<file path="src/rtl/uart_tx_arbiter_if.sv">
// Byte-source handshake and uart_tx drive bundle for uart_tx_arbiter.
// master = producer/test side, slave = the arbiter.
interface uart_tx_arbiter_if #(
   parameter int NUM_REQ = 4
);
   logic                   tx_en;
   logic [NUM_REQ-1:0]     req_valid;
   logic [8*NUM_REQ-1:0]   req_data;
   logic [NUM_REQ-1:0]     req_ready;
   logic                   tx_start;
   logic [7:0]             tx_data;
   logic                   busy;
   logic [2:0]             grant_id;
   logic                   frame_done;

   modport master (
      output tx_en, req_valid, req_data,
      input  req_ready, tx_start, tx_data, busy, grant_id, frame_done
   );

   modport slave (
      input  tx_en, req_valid, req_data,
      output req_ready, tx_start, tx_data, busy, grant_id, frame_done
   );
endinterface

</file>
<file path="src/rtl/uart_tx_arbiter.sv">
// Round-robin arbiter sharing one uart_tx among up to 8 byte sources.
// The transmitter has no busy output, so the frame length is timed here:
// one START cycle plus FRAME_CLKS-1 SEND cycles, then one IDLE cycle.
module uart_tx_arbiter #(
   parameter int NUM_REQ      = 4,
   parameter int BAUD_CNT_MAX = 5207
) (
   input  logic               clk,
   input  logic               rst_n,
   uart_tx_arbiter_if.slave   io_bus
);
   localparam int                  FRAME_CLKS = 10 * (BAUD_CNT_MAX + 1);
   localparam int                  TIMER_W    = $clog2(FRAME_CLKS);
   localparam logic [TIMER_W-1:0]  TIMER_LOAD = TIMER_W'(FRAME_CLKS - 2);
   localparam logic [TIMER_W-1:0]  TIMER_ONE  = TIMER_W'(1);
   localparam logic [3:0]          NUM_REQ_4  = 4'(NUM_REQ);
   localparam logic [2:0]          LAST_REQ   = 3'(NUM_REQ - 1);

   typedef enum logic [1:0] {
      S_IDLE  = 2'd0,
      S_START = 2'd1,
      S_SEND  = 2'd2
   } state_t;

   state_t               r_state;
   state_t               w_state_nxt;
   logic [TIMER_W-1:0]   r_timer;
   logic [2:0]           r_rr_ptr;
   logic [7:0]           r_tx_data;
   logic                 r_busy;
   logic                 r_tx_start;
   logic                 r_frame_done;

   logic [7:0]           w_valid8;
   logic [63:0]          w_data64;
   logic                 w_found;
   logic [2:0]           w_winner;
   logic                 w_accept;
   logic [NUM_REQ-1:0]   w_ready;
   logic                 w_timer_zero;

   // Widen the request bus to the 8-source maximum so 3-bit indices select exactly.
   assign w_valid8     = 8'(io_bus.req_valid);
   assign w_data64     = 64'(io_bus.req_data);
   assign w_timer_zero = (r_timer == '0);

   // Round-robin search from rr_ptr+1; walking backwards lets the nearest candidate win.
   always_comb begin : p_rr_search
      logic [3:0] w_sum;
      logic [2:0] w_idx;
      w_sum    = 4'd0;
      w_idx    = 3'd0;
      w_found  = 1'b0;
      w_winner = 3'd0;
      for (int k = NUM_REQ; k >= 1; k--) begin
         w_sum    = {1'b0, r_rr_ptr} + 4'(k);
         w_idx    = (w_sum >= NUM_REQ_4) ? 3'(w_sum - NUM_REQ_4) : w_sum[2:0];
         w_winner = w_valid8[w_idx] ? w_idx : w_winner;
         w_found  = w_found | w_valid8[w_idx];
      end
   end

   // One-hot ready to the winner, only in IDLE, enabled and out of reset.
   always_comb begin
      w_accept = 1'b0;
      w_ready  = '0;
      if (rst_n && (r_state == S_IDLE) && io_bus.tx_en && w_found) begin
         w_accept = 1'b1;
         w_ready  = NUM_REQ'(1) << w_winner;
      end else begin
         w_accept = 1'b0;
         w_ready  = '0;
      end
   end

   // FSM state register.
   always_ff @(posedge clk or negedge rst_n) begin
      if (!rst_n) begin
         r_state <= S_IDLE;
      end else begin
         r_state <= w_state_nxt;
      end
   end

   // FSM next-state: IDLE -> START on acceptance, START -> SEND, SEND -> IDLE at timer end.
   always_comb begin
      w_state_nxt = r_state;
      case (r_state)
         S_IDLE: begin
            if (w_accept) begin
               w_state_nxt = S_START;
            end else begin
               w_state_nxt = S_IDLE;
            end
         end
         S_START: begin
            w_state_nxt = S_SEND;
         end
         S_SEND: begin
            if (w_timer_zero) begin
               w_state_nxt = S_IDLE;
            end else begin
               w_state_nxt = S_SEND;
            end
         end
         default: begin
            w_state_nxt = S_IDLE;
         end
      endcase
   end

   // Byte latch, pointer, frame timer and registered strobes.
   always_ff @(posedge clk or negedge rst_n) begin
      if (!rst_n) begin
         r_timer      <= '0;
         r_rr_ptr     <= LAST_REQ;
         r_tx_data    <= 8'h00;
         r_busy       <= 1'b0;
         r_tx_start   <= 1'b0;
         r_frame_done <= 1'b0;
      end else begin
         r_tx_start   <= w_accept;
         r_frame_done <= (r_state == S_SEND) && (r_timer == TIMER_ONE);
         case (r_state)
            S_IDLE: begin
               if (w_accept) begin
                  r_tx_data <= w_data64[{w_winner, 3'b000} +: 8];
                  r_rr_ptr  <= w_winner;
                  r_busy    <= 1'b1;
               end
            end
            S_START: begin
               r_timer <= TIMER_LOAD;
            end
            S_SEND: begin
               if (w_timer_zero) begin
                  r_busy <= 1'b0;
               end else begin
                  r_timer <= r_timer - TIMER_ONE;
               end
            end
            default: begin
               r_timer <= '0;
            end
         endcase
      end
   end

   assign io_bus.req_ready  = w_ready;
   assign io_bus.tx_start   = r_tx_start;
   assign io_bus.tx_data    = r_tx_data;
   assign io_bus.busy       = r_busy;
   assign io_bus.grant_id   = r_rrptr_out();
   assign io_bus.frame_done = r_frame_done;

   // The round-robin pointer doubles as the last-granted index.
   function automatic logic [2:0] r_rrptr_out();
      return r_rr_ptr;
   endfunction
endmodule

</file>
<file path="src/flat_wrapper.sv">
// flat-port wrapper written by rule: the top's interface ports become plain ports
module uart_tx_arbiter_flat 
#(
   parameter int NUM_REQ      = 4,
   parameter int BAUD_CNT_MAX = 5207
)
  (clk, rst_n, io_bus_tx_en, io_bus_req_valid, io_bus_req_data, io_bus_req_ready, io_bus_tx_start, io_bus_tx_data, io_bus_busy, io_bus_grant_id, io_bus_frame_done);
  uart_tx_arbiter_if #(.NUM_REQ(NUM_REQ)) io_bus_i ();
  input  logic clk;
  input  logic rst_n;
  input wire logic [$bits(io_bus_i.tx_en)-1:0] io_bus_tx_en;
  input wire logic [$bits(io_bus_i.req_valid)-1:0] io_bus_req_valid;
  input wire logic [$bits(io_bus_i.req_data)-1:0] io_bus_req_data;
  output wire logic [$bits(io_bus_i.req_ready)-1:0] io_bus_req_ready;
  output wire logic [$bits(io_bus_i.tx_start)-1:0] io_bus_tx_start;
  output wire logic [$bits(io_bus_i.tx_data)-1:0] io_bus_tx_data;
  output wire logic [$bits(io_bus_i.busy)-1:0] io_bus_busy;
  output wire logic [$bits(io_bus_i.grant_id)-1:0] io_bus_grant_id;
  output wire logic [$bits(io_bus_i.frame_done)-1:0] io_bus_frame_done;
  assign io_bus_i.tx_en = io_bus_tx_en;
  assign io_bus_i.req_valid = io_bus_req_valid;
  assign io_bus_i.req_data = io_bus_req_data;
  assign io_bus_req_ready = io_bus_i.req_ready;
  assign io_bus_tx_start = io_bus_i.tx_start;
  assign io_bus_tx_data = io_bus_i.tx_data;
  assign io_bus_busy = io_bus_i.busy;
  assign io_bus_grant_id = io_bus_i.grant_id;
  assign io_bus_frame_done = io_bus_i.frame_done;
  uart_tx_arbiter #(.NUM_REQ(NUM_REQ), .BAUD_CNT_MAX(BAUD_CNT_MAX)) u_core (.clk(clk), .rst_n(rst_n), .io_bus(io_bus_i));
endmodule
</file>
<file path="config.mk">
export PLATFORM = sky130hd
export DESIGN_NAME = uart_tx_arbiter_flat
export DESIGN_NICKNAME = d
export VERILOG_FILES = /design/src/rtl/uart_tx_arbiter_if.sv /design/src/rtl/uart_tx_arbiter.sv /design/src/flat_wrapper.sv
export SDC_FILE = /design/constraint.sdc
export NUM_CORES = 1
export LEC_CHECK = 0
export ABC_AREA = 1
export BUFFER_PORTS_ARGS = -buffer_cell sky130_fd_sc_hd__buf_2
export CAP_MARGIN = 20
export CORE_ASPECT_RATIO = 1.2
export CORE_MARGIN = 8
export CORE_UTILIZATION = 40
export DETAILED_ROUTE_END_ITERATION = 8
export GPL_TIMING_DRIVEN = 1
export REMOVE_ABC_BUFFERS = 1
export SYNTH_ARGS = -nofsm -noshare
export SYNTH_HDL_FRONTEND = slang
export SYNTH_SLANG_ARGS = --single-unit
</file>
<file path="constraint.sdc">
create_clock -name clk -period 3 [get_ports clk]
set_input_delay 0.3 -clock clk [delete_from_list [all_inputs] [get_ports clk]]
set_output_delay 0.3 -clock clk [all_outputs]
set_load 0.02 [all_outputs]
</file>
==> impl_metrics.yaml, run 1 <==
clock_tree:
  cts_num_sinks: 32
  cts_root_buffer: "clkbuf_8"
  h-tree-depth: 2
  cts.path.max_buffers: 2
  cts_tree: "built"
  cts_buffers: 5
  ctsHoldBuffers: 0
  path_clk_slew_ps: 80
  insertion_delay_ps: 290
logic_synthesis:
  yosysTopAreaCell: "dfrtp_1"
  synth_area_per_cell_sq_um: 6.84
  yosysMostFrequentCell: "nand2_1"
  async_flop_share_pct: 100
  seq_area_frac_synth_pct: 31.8
  synth_seq_cells: 32
  synth_edf_count: 0
  synth_cells: 369
  yosysUniqueCellTypes: 36
  yosys_warnings: 0
  synthesis.area_sq_um: 2520
  synth_common_cells: "nand2_1 (97), inv_1 (60), nand3_1 (45)"
  synth.area.top_cells: "dfrtp_1 (30%), nand2_1 (14%), inv_1 (8.9%)"
  yosys.area.top_type_share_pct: 29.8
  synth_ff_type: "dfrtp_1"
worst_setup_path:
  crit_required_ps: 2700
  slowest_stage: "dfstp_4"
  cp_common_cell: "nand2_2"
  r2r_end: "u_core.io_bus.tx_data[7]"
  critPathKind: "reg -> out"
  critical_path.cell_chain: "inv_8 > ha_1 > inv_1 > nand3_1 > inv_2 > nor2_2 > nand2_2 > nand2_2 > nand2_4 > nand2_8 > buf_4 > nor2_1 > buf_2"
  r2r_slack_ps: 530
  cp-start-kind: "flip-flop"
  reg2regPathDepth: 16
  cp_max_fo: 18
  critPathArrivalTime_ps: 2490
  end_kind: "primary output"
  slowest_delay_ps: 660
  worstReg2RegStart: "u_core.io_bus.grant_id[0]"
detailed_routing:
  vias: 2409
  remaining_drc_errors: 0
  avgRoutedWirePerCell_microns: 11.9
  dr.pass1.iters: 4
  routed_wl_microns: 6120
  viasPerCell: 4.70
  initialDrtViolationCount: 132
  antenna_left: 0
cells_and_area:
  drive_gt1_share_pct: 26.2
  fin_util_pct: 49.3
  syn_to_final_growth_pct: 18.4
  antenna_cells: 0
  final_cells: 513
  nNetsFinal: 478
  finalInstanceArea_sq_um: 2990
floorplanning:
  die-area_sq_um: 9110
  initial_core_util_pct: 41.7
  pin_count: 57
  chipHeight_microns: 103
  placementRows: 31
  core_sq_um: 6050
  die_x_microns: 88.5
timing:
  tns_ps: 0
  rsz0062_at_grt: "no"
  setup_violations: 0
  hold_viol: 0
  slew_violations: 0
  slew_headroom_pct: 71.7
  timing.final.crit_share_pct: 92.9
  period_minus_slack_ps: 2790
  timing.hold.ws_ps: 70.2
  setup_slack_ps: 212
  clock.fmax_mhz: 359
  skew_ps: 8.81
  tightestPinTransition_ps: 423
place:
  dpl.hpwl_microns: 4780
  place_area_sq_um: 2840
  portBuffers: 56
  dp_cells: 501
  place_ws_ps: 393
  globalplace.congestion: 0.897
global_route:
  antenna_found_initial: 0
  grt_pass1_wl_microns: 10900
  grt_usage_pct: 14.8
  grt_pass1_vias: 2487
  grt_overflow: 0
  grt_max_degree: 33
pwr:
  leakage_nw: 1.75
  totalPowerFinal_uw: 913
  irDropWorstVdd_v: 0.000187
  power.density_nw_per_um2: 306
run:
  drv_cap: 0
status:
  status: "finished, final reports clean"
hold_path:
  hold_class: "in -> async"
## kinds of logic after synthesis
group,after synthesis,share of synthesized area [%]
XOR/XNOR,5,1.74
AO/OA/AOI/OAI,33,7.09
AND/OR/NAND/NOR,214,40.8
buffers and inverters,76,14.0
flip-flops,32,31.8
adder cells (fa/ha/maj),9,4.46
## sequential cells by signal, indices dropped and copies added, names as in the netlist
signal,cells
u_core.io_bus.frame_done,1
u_core.io_bus.grant_id,3
u_core.io_bus.tx_start,1
u_core.io_bus.tx_data,8
u_core.r_state,2
u_core.r_timer,16
u_core.io_bus.busy,1
## layer usage
| layer | routed length [microns] | global-route usage, % | share of wire (%) |
|---|---|---|---|
| met5 | 0 | 0 | 0 |
| met4 | 51 | 3.52 | 0.83 |
| met3 | 330 | 3.91 | 5.4 |
| met2 | 2900 | 25.2 | 47 |
| met1 | 2840 | 17.9 | 46 |
## power by group
part / switching (mW) / leakage (nW) / total, mW / internal, mW
clock: 0.173 / 0.0541 / 0.418 / 0.246
combinational: 0.0337 / 1.26 / 0.0637 / 0.0300
sequential: 0 / 0.435 / 0.431 / 0.431
## what timing repair did
| action | in CTS | in global routing |
|---|---|---|
| resized for setup | 0 | 1 |
| setup buffers | 0 | 4 |
| setup endpoints to repair | 0 | 4 |
## final cells by class
cell class | count | area (sq um)
fillers | 664 | 3070
clock inverters | 3 | 42.5
well taps | 82 | 103
flip-flops and latches | 32 | 807
multi-input cells | 261 | 1370
clock buffers | 5 | 68.8
inverters | 65 | 251
repair buffers | 65 | 348
## how the worst max path moves through the flow
stage	slack [ps]	to	startpoint
final	210	io_bus_req_ready[3]	u_core.io_bus.grant_id[0]
after global routing	10	io_bus_req_ready[0]	u_core.io_bus.grant_id[0]
after CTS	80	io_bus_req_ready[0]	u_core.io_bus.grant_id[0]
after detailed placement	390	io_bus_req_ready[0]	u_core.io_bus.grant_id[0]
after global placement	440	io_bus_req_ready[2]	u_core.io_bus.grant_id[0]
after floorplan	120	io_bus_req_ready[1]	u_core.io_bus.grant_id[0]
## placed cells by master, fill, tap and decap left out, types with 3 or more instances in the layout
master / netlist / layout
xor2_1: 5 / 5
nor2_1: 29 / 29
buf_4: 1 / 9
inv_1: 60 / 60
nand3_2: 8 / 8
o22ai_1: 3 / 3
nand2_1: 97 / 97
inv_2: 4 / 4
o21ai_0: 18 / 18
nand3_1: 45 / 45
a21oi_1: 5 / 5
o21ai_1: 4 / 4
nand2_2: 18 / 18
nor3_1: 3 / 3
dfrtp_1: 30 / 30
buf_2: 3 / 56
clkbuf_8: 3 / 5
ha_1: 9 / 9
nand4_1: 6 / 6
## critical path: cells and delay by family, from the launching register on
kind | cells | cell delay (ps)
and+or+nand+nor | 7 | 650
adders and majority gates | 1 | 360
buffers and inverters | 5 | 530
DFF | 1 | 660
(Power assumes the default switching activity.)
==> inputs of run 2 (changes only) <==
--- a/config.mk
+++ b/config.mk
@@ -6,11 +6,12 @@
 export NUM_CORES = 1
 export LEC_CHECK = 0
 export ABC_AREA = 1
-export BUFFER_PORTS_ARGS = -buffer_cell sky130_fd_sc_hd__buf_2
+export BUFFER_PORTS_ARGS = -buffer_cell sky130_fd_sc_hd__buf_4
 export CAP_MARGIN = 20
 export CORE_ASPECT_RATIO = 1.2
 export CORE_MARGIN = 8
 export CORE_UTILIZATION = 40
+export CTS_BUF_LIST = sky130_fd_sc_hd__clkbuf_4
 export DETAILED_ROUTE_END_ITERATION = 8
 export GPL_TIMING_DRIVEN = 1
 export REMOVE_ABC_BUFFERS = 1
==> impl_metrics.yaml, run 2 (synthesis gave the netlist of run 1 again) <==
place:
  globalplace.congestion: 0.863
  dpl.hpwl_microns: 4950
  portBuffers: 56
  dp_cells: 500
  place_ws_ps: 372
pwr:
  irDropWorstVdd_v: 0.000135
  leakage_nw: 1.77
  power.density_nw_per_um2: 271
worst_setup_path:
  crit_family: "simple AND/OR/NAND/NOR gates"
  reg2regPathDepth: 16
  r2r_end: "u_core.io_bus.tx_data[3]"
  critical_path.cell_chain: "inv_2 > ha_2 > inv_1 > nand3_1 > inv_2 > nor2_2 > nand2_2 > nand3_4 > nand2_8 > buf_4 > nor2_1 > buf_4"
  crit_buf_inv: 5
  critPathArrivalTime_ps: 2510
  worstReg2RegStart: "u_core.io_bus.grant_id[1]"
  crit_required_ps: 2700
  worstSetupStartpoint: "u_core.io_bus.grant_id[1]"
  cp-start-kind: "flip-flop"
  endpoint: "io_bus_req_ready[3]"
  end_kind: "primary output"
  cp.depth: 12
  slowest_stage: "dfstp_2"
  r2r_slack_ps: 570
  critPathKind: "reg -> out"
  slowest_delay_ps: 600
  cp_max_fo: 18
global_route:
  grt_overflow: 0
  antenna_found_initial: 0
  grt_usage_pct: 15.1
  grt_pass1_vias: 2541
  grt_pass1_wl_microns: 11100
  grt_max_degree: 34
floorplanning:
  core_sq_um: 6050
  die-area_sq_um: 9110
  pin_count: 57
  die_x_microns: 88.5
  chipHeight_microns: 103
  initial_core_util_pct: 41.7
  placementRows: 31
timing:
  slew_headroom_pct: 71.5
  clock.fmax_mhz: 355
  slew_violations: 0
  timing.final.crit_share_pct: 93.8
  timing.hold.ws_ps: 353
  tns_ps: 0
  tightestPinTransition_ps: 428
  rsz0062_at_grt: "no"
  period_minus_slack_ps: 2810
  hold_viol: 0
  skew_ps: 9.38
  setup_violations: 0
  setup_slack_ps: 185
cells_and_area:
  nNetsFinal: 479
  largest_reg_flops: 16
  fillerInstances: 640
  drive_gt1_share_pct: 26.6
  antenna_cells: 0
  layout_commonest_cell: "nand2_1"
  multi_input_area_sq_um: 1370
  final_cells: 514
  fin_util_pct: 51.3
  regArea_sq_um: 803
  syn_to_final_growth_pct: 23.0
  layout_common_cells: "nand2_1 (97), buf_4 (65), inv_1 (59), nand3_1 (45), dfrtp_1 (30)"
  top_register: "u_core.r_timer"
clock_tree:
  cts.path.max_buffers: 2
  insertion_delay_ps: 330
  cts_buffers: 5
  cts_tree: "built"
  cts_root_buffer: "clkbuf_4"
  cts_num_sinks: 32
  path_clk_slew_ps: 110
  h-tree-depth: 2
detailed_routing:
  initialDrtViolationCount: 67
  routed_wl_microns: 6280
  antenna_left: 0
  avgRoutedWirePerCell_microns: 12.2
  vias: 2422
  dr.pass1.iters: 5
  viasPerCell: 4.71
  remaining_drc_errors: 0
status:
  status: "finished, final reports clean"
run:
  drv_cap: 0
hold_path:
  hold_class: "in -> reg"
-- run 2: changes by cell type in the layout (fill, tap and decap cells not counted), sizes merged --
cell and change:
dlygate4sd3 +1
-- run 2: area by class of cell --
| cell class | instances | area share, % |
|---|---|---|
| timing repair buffer | 66 | 16.0 |
| tap | 82 | 3.31 |
| clock buffer | 5 | 1.21 |
| multi-input combinational | 261 | 44.1 |
| inverter | 65 | 8.10 |
| sequential | 32 | 25.9 |
| clock inverter | 3 | 1.37 |
-- run 2: routing by layer --
layer	vias to the layer above	track usage [%]	wire length [microns]
li1	1277	-	-
met3	4	5.02	407
met5	-	0	0
met4	0	4.43	41
met2	60	26.7	3090
met1	1081	16.7	2740
-- run 2: what timing repair did --
action	CTS	global route
endpoints found under the hold margin	30	0
buffers inserted	1	4
hold buffers	1	0
endpoints found under the setup margin	2	3
gates resized for setup	0	2
pin swaps	0	1
-- run 2: metrics by stage --
step / instance area, sq um / total power, mW
floorplan: 2420 / 0.465
detailed placement: 2970 / 0.517
global route: 3100 / 0.880
CTS: 3070 / 0.854
global placement: 2970 / 0.518
finish: 3100 / 0.842
-- run 2: worst register-to-register path: cells and delay by family, from the launching register on --
kind | cells | cell delay (ps)
simple gates | 11 | 980
buf+inv | 4 | 370
fa+ha+maj | 1 | 380
flops | 1 | 600
-- run 2: worst min path at each step --
| stage | from | to | slack [ps] | depth (start not counted) |
|---|---|---|---|---|
| after floorplan | rst_n | u_core.io_bus.busy | 4 | 0 |
| after global placement | rst_n | u_core.r_timer[0] | 280 | 1 |
| after detailed placement | rst_n | u_core.io_bus.frame_done | 270 | 1 |
| after CTS | io_bus_req_data[19] | u_core.io_bus.tx_data[3] | 330 | 7 |
| after global routing | io_bus_req_data[18] | u_core.io_bus.tx_data[2] | 380 | 7 |
| final | io_bus_req_data[18] | u_core.io_bus.tx_data[2] | 350 | 7 |
-- run 2: report_power, final --
part	switching (mW)	internal, mW	total (mW)
clock	0.159	0.174	0.333
combinational	0.0337	0.0437	0.0775
sequential	0	0.431	0.431
total	0.193	0.649	0.842
